$ cat src/rtl/sram_seq_streamer_pkg.sv
// Shared constants and state encoding for the sequence SRAM streamer.
package sram_seq_streamer_pkg;

  localparam int unsigned WORD_WIDTH_DEF = 128;
  localparam int unsigned ADDR_WIDTH_DEF = 11;
  localparam int unsigned SEQ_FIFO_DEPTH = 4;
  localparam int unsigned SEQ_FIFO_CNT_W = $clog2(SEQ_FIFO_DEPTH + 1);
  localparam int unsigned SEQ_FIFO_PTR_W = $clog2(SEQ_FIFO_DEPTH);

  typedef enum logic [1:0] {
    IDLE = 2'd0,
    LOAD = 2'd1,
    READ = 2'd2
  } state_e;

endpackage

$ cat src/rtl/seq_stream_fifo.sv
// Small skid FIFO that absorbs SRAM read data while the consumer stalls.
module seq_stream_fifo
  import sram_seq_streamer_pkg::*;
#(
  parameter int unsigned WORD_WIDTH = WORD_WIDTH_DEF
) (
  input  logic                      clk,
  input  logic                      rst,
  input  logic                      i_push,
  input  logic [WORD_WIDTH-1:0]     i_data,
  input  logic                      i_pop,
  output logic [WORD_WIDTH-1:0]     o_head,
  output logic [SEQ_FIFO_CNT_W-1:0] o_count,
  output logic                      o_empty,
  output logic                      o_full
);

  logic [WORD_WIDTH-1:0]     mem_q [SEQ_FIFO_DEPTH];
  logic [WORD_WIDTH-1:0]     mem_d [SEQ_FIFO_DEPTH];
  logic [SEQ_FIFO_PTR_W-1:0] wp_q, wp_d;
  logic [SEQ_FIFO_PTR_W-1:0] rp_q, rp_d;
  logic [SEQ_FIFO_CNT_W-1:0] cnt_q, cnt_d;
  logic                      do_pop;
  logic                      do_push;

  // Next-state for storage, pointers and occupancy; push into a full FIFO only with a pop.
  always_comb begin
    mem_d   = mem_q;
    wp_d    = wp_q;
    rp_d    = rp_q;
    do_pop  = i_pop && (cnt_q != '0);
    do_push = i_push && ((cnt_q != SEQ_FIFO_CNT_W'(SEQ_FIFO_DEPTH)) || do_pop);
    if (do_push) begin
      mem_d[wp_q] = i_data;
      wp_d        = wp_q + SEQ_FIFO_PTR_W'(1);
    end
    if (do_pop) begin
      rp_d = rp_q + SEQ_FIFO_PTR_W'(1);
    end
    cnt_d = cnt_q + SEQ_FIFO_CNT_W'(do_push) - SEQ_FIFO_CNT_W'(do_pop);
  end

  // Storage and pointer registers.
  always_ff @(posedge clk or posedge rst) begin
    if (rst) begin
      for (int i = 0; i < int'(SEQ_FIFO_DEPTH); i++) begin
        mem_q[i] <= '0;
      end
      wp_q  <= '0;
      rp_q  <= '0;
      cnt_q <= '0;
    end else begin
      mem_q <= mem_d;
      wp_q  <= wp_d;
      rp_q  <= rp_d;
      cnt_q <= cnt_d;
    end
  end

  assign o_head  = mem_q[rp_q];
  assign o_count = cnt_q;
  assign o_empty = (cnt_q == '0);
  assign o_full  = (cnt_q == SEQ_FIFO_CNT_W'(SEQ_FIFO_DEPTH));

endmodule

$ cat src/rtl/sram_seq_streamer.sv
// Loads a word stream into the sequence SRAM and streams it back with backpressure.
module sram_seq_streamer
  import sram_seq_streamer_pkg::*;
#(
  parameter int unsigned WORD_WIDTH = WORD_WIDTH_DEF,
  parameter int unsigned ADDR_WIDTH = ADDR_WIDTH_DEF
) (
  input  logic                  clk,
  input  logic                  rst,
  input  logic                  i_start_load,
  input  logic [ADDR_WIDTH:0]   i_len,
  input  logic [WORD_WIDTH-1:0] i_wdata,
  input  logic                  i_wvalid,
  output logic                  o_wready,
  input  logic                  i_start_read,
  output logic [WORD_WIDTH-1:0] o_rdata,
  output logic                  o_rvalid,
  input  logic                  i_rready,
  output logic                  o_rlast,
  output logic                  o_busy,
  output logic                  o_loaded,
  output logic                  o_CENA,
  output logic                  o_WENA,
  output logic [ADDR_WIDTH-1:0] o_AA,
  output logic [WORD_WIDTH-1:0] o_DA,
  input  logic [WORD_WIDTH-1:0] i_QA
);

  localparam int unsigned LEN_W = ADDR_WIDTH + 1;
  localparam int unsigned OCC_W = SEQ_FIFO_CNT_W + 1;
  localparam logic [LEN_W-1:0] DEPTH_LEN = LEN_W'(1) << ADDR_WIDTH;

  state_e                    state_q, state_d;
  logic [LEN_W-1:0]          len_q, len_d;
  logic [ADDR_WIDTH-1:0]     wr_ptr_q, wr_ptr_d;
  logic [LEN_W-1:0]          rd_ptr_q, rd_ptr_d;
  logic [LEN_W-1:0]          pop_cnt_q, pop_cnt_d;
  logic                      issue_q, issue_d;
  logic                      loaded_q, loaded_d;

  logic [LEN_W-1:0]          len_clamp;
  logic [LEN_W-1:0]          len_m1;
  logic [SEQ_FIFO_CNT_W-1:0] fcnt;
  logic [OCC_W-1:0]          occ;
  logic                      fifo_empty;
  logic                      fifo_full;
  logic [WORD_WIDTH-1:0]     fifo_head;
  logic                      can_issue;
  logic                      pop;
  logic                      rlast;

  // Read data lands one cycle after its issue; issue_q marks that cycle.
  seq_stream_fifo #(
    .WORD_WIDTH(WORD_WIDTH)
  ) u_fifo (
    .clk    (clk),
    .rst    (rst),
    .i_push (issue_q),
    .i_data (i_QA),
    .i_pop  (pop),
    .o_head (fifo_head),
    .o_count(fcnt),
    .o_empty(fifo_empty),
    .o_full (fifo_full)
  );

  // Handshake and flow-control terms shared by the FSM.
  always_comb begin
    len_clamp = (i_len > DEPTH_LEN) ? DEPTH_LEN : i_len;
    len_m1    = len_q - LEN_W'(1);
    occ       = OCC_W'(fcnt) + OCC_W'(issue_q);
    can_issue = (state_q == READ) && (rd_ptr_q < len_q) &&
                (occ < OCC_W'(SEQ_FIFO_DEPTH)) && !fifo_full;
    pop       = !fifo_empty && i_rready;
    rlast     = !fifo_empty && (pop_cnt_q == len_m1);
  end

  // Next-state logic and SRAM port drive; SRAM stays idle unless an access happens this cycle.
  always_comb begin
    state_d   = state_q;
    len_d     = len_q;
    wr_ptr_d  = wr_ptr_q;
    rd_ptr_d  = rd_ptr_q;
    pop_cnt_d = pop_cnt_q;
    issue_d   = 1'b0;
    loaded_d  = loaded_q;
    o_wready  = 1'b0;
    o_CENA    = 1'b1;
    o_WENA    = 1'b1;
    o_AA      = '0;
    o_DA      = '0;

    unique case (state_q)
      IDLE: begin
        if (i_start_load && (i_len != '0)) begin
          len_d    = len_clamp;
          wr_ptr_d = '0;
          loaded_d = 1'b0;
          state_d  = LOAD;
        end else if (i_start_read && loaded_q) begin
          rd_ptr_d  = '0;
          pop_cnt_d = '0;
          state_d   = READ;
        end
      end

      LOAD: begin
        o_wready = 1'b1;
        if (i_wvalid) begin
          o_CENA   = 1'b0;
          o_WENA   = 1'b0;
          o_AA     = wr_ptr_q;
          o_DA     = i_wdata;
          wr_ptr_d = wr_ptr_q + ADDR_WIDTH'(1);
          if (LEN_W'(wr_ptr_q) == len_m1) begin
            loaded_d = 1'b1;
            state_d  = IDLE;
          end
        end
      end

      READ: begin
        if (can_issue) begin
          o_CENA   = 1'b0;
          o_AA     = rd_ptr_q[ADDR_WIDTH-1:0];
          rd_ptr_d = rd_ptr_q + LEN_W'(1);
          issue_d  = 1'b1;
        end
        if (pop) begin
          pop_cnt_d = pop_cnt_q + LEN_W'(1);
          if (rlast) begin
            state_d = IDLE;
          end
        end
      end

      default: begin
        state_d = IDLE;
      end
    endcase
  end

  // Control state registers.
  always_ff @(posedge clk or posedge rst) begin
    if (rst) begin
      state_q   <= IDLE;
      len_q     <= '0;
      wr_ptr_q  <= '0;
      rd_ptr_q  <= '0;
      pop_cnt_q <= '0;
      issue_q   <= 1'b0;
      loaded_q  <= 1'b0;
    end else begin
      state_q   <= state_d;
      len_q     <= len_d;
      wr_ptr_q  <= wr_ptr_d;
      rd_ptr_q  <= rd_ptr_d;
      pop_cnt_q <= pop_cnt_d;
      issue_q   <= issue_d;
      loaded_q  <= loaded_d;
    end
  end

  assign o_rdata  = fifo_head;
  assign o_rvalid = !fifo_empty;
  assign o_rlast  = rlast;
  assign o_busy   = (state_q != IDLE);
  assign o_loaded = loaded_q;

endmodule

$ cat config.mk
export PLATFORM = sky130hd
export DESIGN_NAME = sram_seq_streamer
export DESIGN_NICKNAME = d
export VERILOG_FILES = /design/src/rtl/sram_seq_streamer_pkg.sv /design/src/rtl/seq_stream_fifo.sv /design/src/rtl/sram_seq_streamer.sv
export SDC_FILE = /design/constraint.sdc
export NUM_CORES = 1
export LEC_CHECK = 0
export ABC_CLOCK_PERIOD_IN_PS = 48300
export CAP_MARGIN = 15
export CELL_PAD_IN_SITES_DETAIL_PLACEMENT = 0
export CELL_PAD_IN_SITES_GLOBAL_PLACEMENT = 2
export CORE_ASPECT_RATIO = 0.5
export CORE_MARGIN = 2
export CORE_UTILIZATION = 47
export DETAILED_ROUTE_END_ITERATION = 10
export DONT_BUFFER_PORTS = 1
export MAX_ROUTING_LAYER = met4
export PLACE_DENSITY_LB_ADDON = 0.1
export SYNTH_ARGS = -nofsm -noshare
export SYNTH_HDL_FRONTEND = slang
export SYNTH_SLANG_ARGS = --single-unit
$ cat constraint.sdc
create_clock -name clk -period 48.3 [get_ports clk]
set_input_delay 0 -clock clk [delete_from_list [all_inputs] [get_ports clk]]
set_output_delay 0 -clock clk [all_outputs]
set_load 0.01 [all_outputs]
==> metrics.yaml <==
run_status:
  run_status: "finished, final reports clean"
place:
  port_buffers: 0
  placed_cells: 2513
  place_congestion: 0.977
  place_hpwl_mm: 49.8
synth:
  postSynthRegisterBits: 570
  ys.warnings.count: 0
  yosys.area.top_type_share_pct: 53.0
  seq_area_frac_synth_pct: 53.0
  synth.cells.most_frequent: "570 x sky130_fd_sc_hd__dfrtp_1, 514 x sky130_fd_sc_hd__mux2_2, 148 x sky130_fd_sc_hd__and3_1, 128 x sky130_fd_sc_hd__mux4_2, 115 x sky130_fd_sc_hd__clkbuf_1"
  post_synth_instance_area_sq_um: 26900
  synthMostInstantiatedCell: "sky130_fd_sc_hd__dfrtp_1"
  yosysTopAreaCell: "sky130_fd_sc_hd__dfrtp_1"
  synth.net_count: 2182
  dominantRegCellSynth: "sky130_fd_sc_hd__dfrtp_1"
  synth-edff-count: 0
  synthesis.area_per_instance_sq_um: 14.3
  netlist_top_cells_area: "sky130_fd_sc_hd__dfrtp_1 53%, sky130_fd_sc_hd__mux2_2 22%, sky130_fd_sc_hd__mux4_2 11%"
  synthesis.instances: 1882
  synth-async-reset-ratio_pct: 100
  synth_cell_types: 64
finish:
  drive_above_1_share_pct: 38.6
  syn_to_final_growth_pct: 15.0
  post_layout_nonfiller_instances: 2773
  layout.nets: 2266
  fill_cell_count: 4461
floorplan:
  num_rows: 61
  die-width_microns: 342
  die_h_microns: 173
  core_area_sq_um: 56000
  initial_utilization_pct: 48.0
  fp.dieArea_sq_um: 59300
  design.portCount: 548
clock_tree:
  cts_htree_levels: 2
  post-cts-setup-buffer-count: 0
  max-clock-path-buffers: 3
  numCtsBuffers: 52
  clockRootBuffer: "sky130_fd_sc_hd__clkbuf_16"
  cts.reportedPaths.clkPinSlew_ns: 0.07
  worstSkewPairLatency_ns: 0.60
  cts_tree: "built"
  cts.sink_count: 570
power_and_ir_drop:
  ir_drop_v: 0.0000276
  p_total_mw: 1.08
  static-leakage-power_nw: 15.5
  powerDensity_nw_per_um2: 34.8
global_routing:
  grt_max_degree: 135
  gr-total-overflow: 0
  number_of_global_route_vias_before_repair: 18100
  grt_pass1_wl_mm: 112
  global_route.usage.total_pct: 25.4
  grt_antenna_before_repair: 19
hold_path:
  min_delay_path_depth: 4
  hold_path_startpoint: "i_wvalid"
  hold_end: "o_loaded"
  holdCritPathClass: "input port to flip-flop"
detailed_routing:
  drcViolationCount: 0
  num_vias: 16400
  route.detailed.vias_per_inst: 5.92
  wire_per_inst_microns: 26.4
  routed-wl-met3_mm: 3.36
  route.top_layer_used: "met4"
  route.layer.met1.wl_mm: 29.4
  first_pass_iters: 5
  drt_first_iter_violations: 851
  dr_wl_met2_mm: 38.7
  wl_mm: 73.3
  antenna_left: 0
timing:
  hold_violations: 0
  worst-slew-pin-transition_ns: 1.02
  grt_setup_unrepaired: "false"
  maxSlewHeadroom_pct: 32.2
  finClkSkew_ns: 0.0107
  finalSetupViolCount: 0
  fmax_ghz: 0.271
  setup-tns-final_ns: 0
  timing.final.crit_share_pct: 7.64
  final-max-slew-violation-count: 0
  finalCriticalPeriod_ns: 3.69
worst_setup_path:
  critPathMaxFanout: 61
  timing.critical_path.required_ns: 48.78
  critPathLaunchType: "flip-flop"
  timing.setup.critical_path_class: "flip-flop to flip-flop"
  reg2reg_from: "u_fifo.o_count[1]"
  crit_path_arrival_time_ns: 4.17
  worstReg2RegEnd: "u_fifo.mem_q[415]"
  worst-r2r-setup-slack_ns: 44.61
  worst_case_reg_to_reg_path_depth: 5
  end_kind: "flip-flop"
flow_run:
  timing.max_cap.violations: 0
per-layer routing:
metal,vias to the layer above,global-route usage [%]
li1,7120,-
met1,8814,30.2
met2,379,44.0
met3,101,4.87
met4,0,6.94
met5,-,-
layout by cell type (no fill, tap or decap), types with 4 or more instances in the layout:
cell / Yosys / final
sky130_fd_sc_hd__a211o_1: 8 / 8
sky130_fd_sc_hd__a21o_1: 6 / 6
sky130_fd_sc_hd__a21oi_1: 21 / 21
sky130_fd_sc_hd__a22o_1: 12 / 12
sky130_fd_sc_hd__and3_1: 148 / 148
sky130_fd_sc_hd__buf_4: 1 / 16
sky130_fd_sc_hd__clkbuf_1: 115 / 5
sky130_fd_sc_hd__clkbuf_16: 0 / 53
sky130_fd_sc_hd__clkbuf_8: 0 / 16
sky130_fd_sc_hd__clkinv_2: 0 / 12
sky130_fd_sc_hd__dfrtp_1: 570 / 568
sky130_fd_sc_hd__diode_2: 0 / 11
sky130_fd_sc_hd__dlygate4sd3_1: 0 / 150
sky130_fd_sc_hd__ha_1: 25 / 24
sky130_fd_sc_hd__inv_1: 30 / 29
sky130_fd_sc_hd__mux2_2: 514 / 514
sky130_fd_sc_hd__mux4_2: 128 / 128
sky130_fd_sc_hd__nand2_1: 54 / 50
sky130_fd_sc_hd__nand2_4: 0 / 4
sky130_fd_sc_hd__nand2b_1: 12 / 12
sky130_fd_sc_hd__nand3_1: 12 / 12
sky130_fd_sc_hd__nand4_1: 12 / 12
sky130_fd_sc_hd__nor2_1: 32 / 32
sky130_fd_sc_hd__nor3_1: 12 / 12
sky130_fd_sc_hd__nor4_1: 5 / 5
sky130_fd_sc_hd__o21ai_0: 35 / 35
sky130_fd_sc_hd__or3_1: 5 / 5
sky130_fd_sc_hd__xnor2_1: 18 / 18
sky130_fd_sc_hd__xor2_1: 28 / 28
sequential cells by signal, indices dropped and copies added, names as in the netlist:
signal,count
issue_q,1
len_q,12
o_loaded,1
pop_cnt_q,12
rd_ptr_q,12
state_q,2
u_fifo.mem_q,512
u_fifo.o_count,3
u_fifo.rp_q,2
u_fifo.wp_q,2
wr_ptr_q,11
cells by family after synthesis:
kind of cell,share of synthesized area (%)
AOI/OAI and AO/OA,2.72
xor gates and xnor gates,1.58
adders and majority gates,1.27
buffers and inverters,2.46
DFF,53.0
muxes,32.4
and+or+nand+nor,6.60
worst max-delay path: stages, from the launching register on:
cell,delay [ns]
sky130_fd_sc_hd__dfrtp_1,0.45
sky130_fd_sc_hd__o41a_1,0.65
sky130_fd_sc_hd__nand2_4,0.41
sky130_fd_sc_hd__buf_4,0.67
sky130_fd_sc_hd__buf_4,0.90
sky130_fd_sc_hd__mux2_2,0.43
worst max path at each step:
stage,from,end,cells after the start
2_1_floorplan,rst,issue_q,1
3_3_place_gp,u_fifo.o_count[1],u_fifo.mem_q[410],5
3_5_place_dp,u_fifo.o_count[1],u_fifo.mem_q[415],5
4_1_cts,u_fifo.o_count[1],u_fifo.mem_q[415],5
5_1_grt,u_fifo.o_count[1],u_fifo.mem_q[415],5
6_report,u_fifo.o_count[1],u_fifo.mem_q[415],5
power by group:
group | internal [mW] | switching, mW | leakage, nW
registers | 0.482 | 0.0250 | 7.93
clock network | 0.243 | 0.188 | 0.887
logic | 0.0628 | 0.0767 | 6.63
per-stage QoR:
stage,cell area [sq um],setup slack [ns],util (%),hold slack (ns)
final,30900,44.61,55.2,0.0415
after global routing,30900,44.46,55.2,0.0615
after CTS,30800,44.55,54.9,0.0251
after detailed placement,27500,44.56,49.1,0.117
after global placement,27500,44.64,49.1,0.0712
after floorplan,26900,32.36,-,0.0776
final cells by class:
type / count / area, sq um / share of cell area, %
Sequential cell: 570 / 14300 / 46.1
Multi-Input combinational cell: 1140 / 12000 / 38.9
Timing Repair Buffer: 172 / 1760 / 5.70
Clock buffer: 74 / 1570 / 5.06
Tap cell: 756 / 946 / 3.06
Clock inverter: 20 / 214 / 0.692
Inverter: 30 / 120 / 0.388
Antenna cell: 11 / 27.5 / 0.0890
repair_timing:
item                      4_1_cts  5_1_grt
resized for setup               0        0
hold buffers                  150        0
hold endpoints to repair      660        0
(Power assumes the default switching activity.)
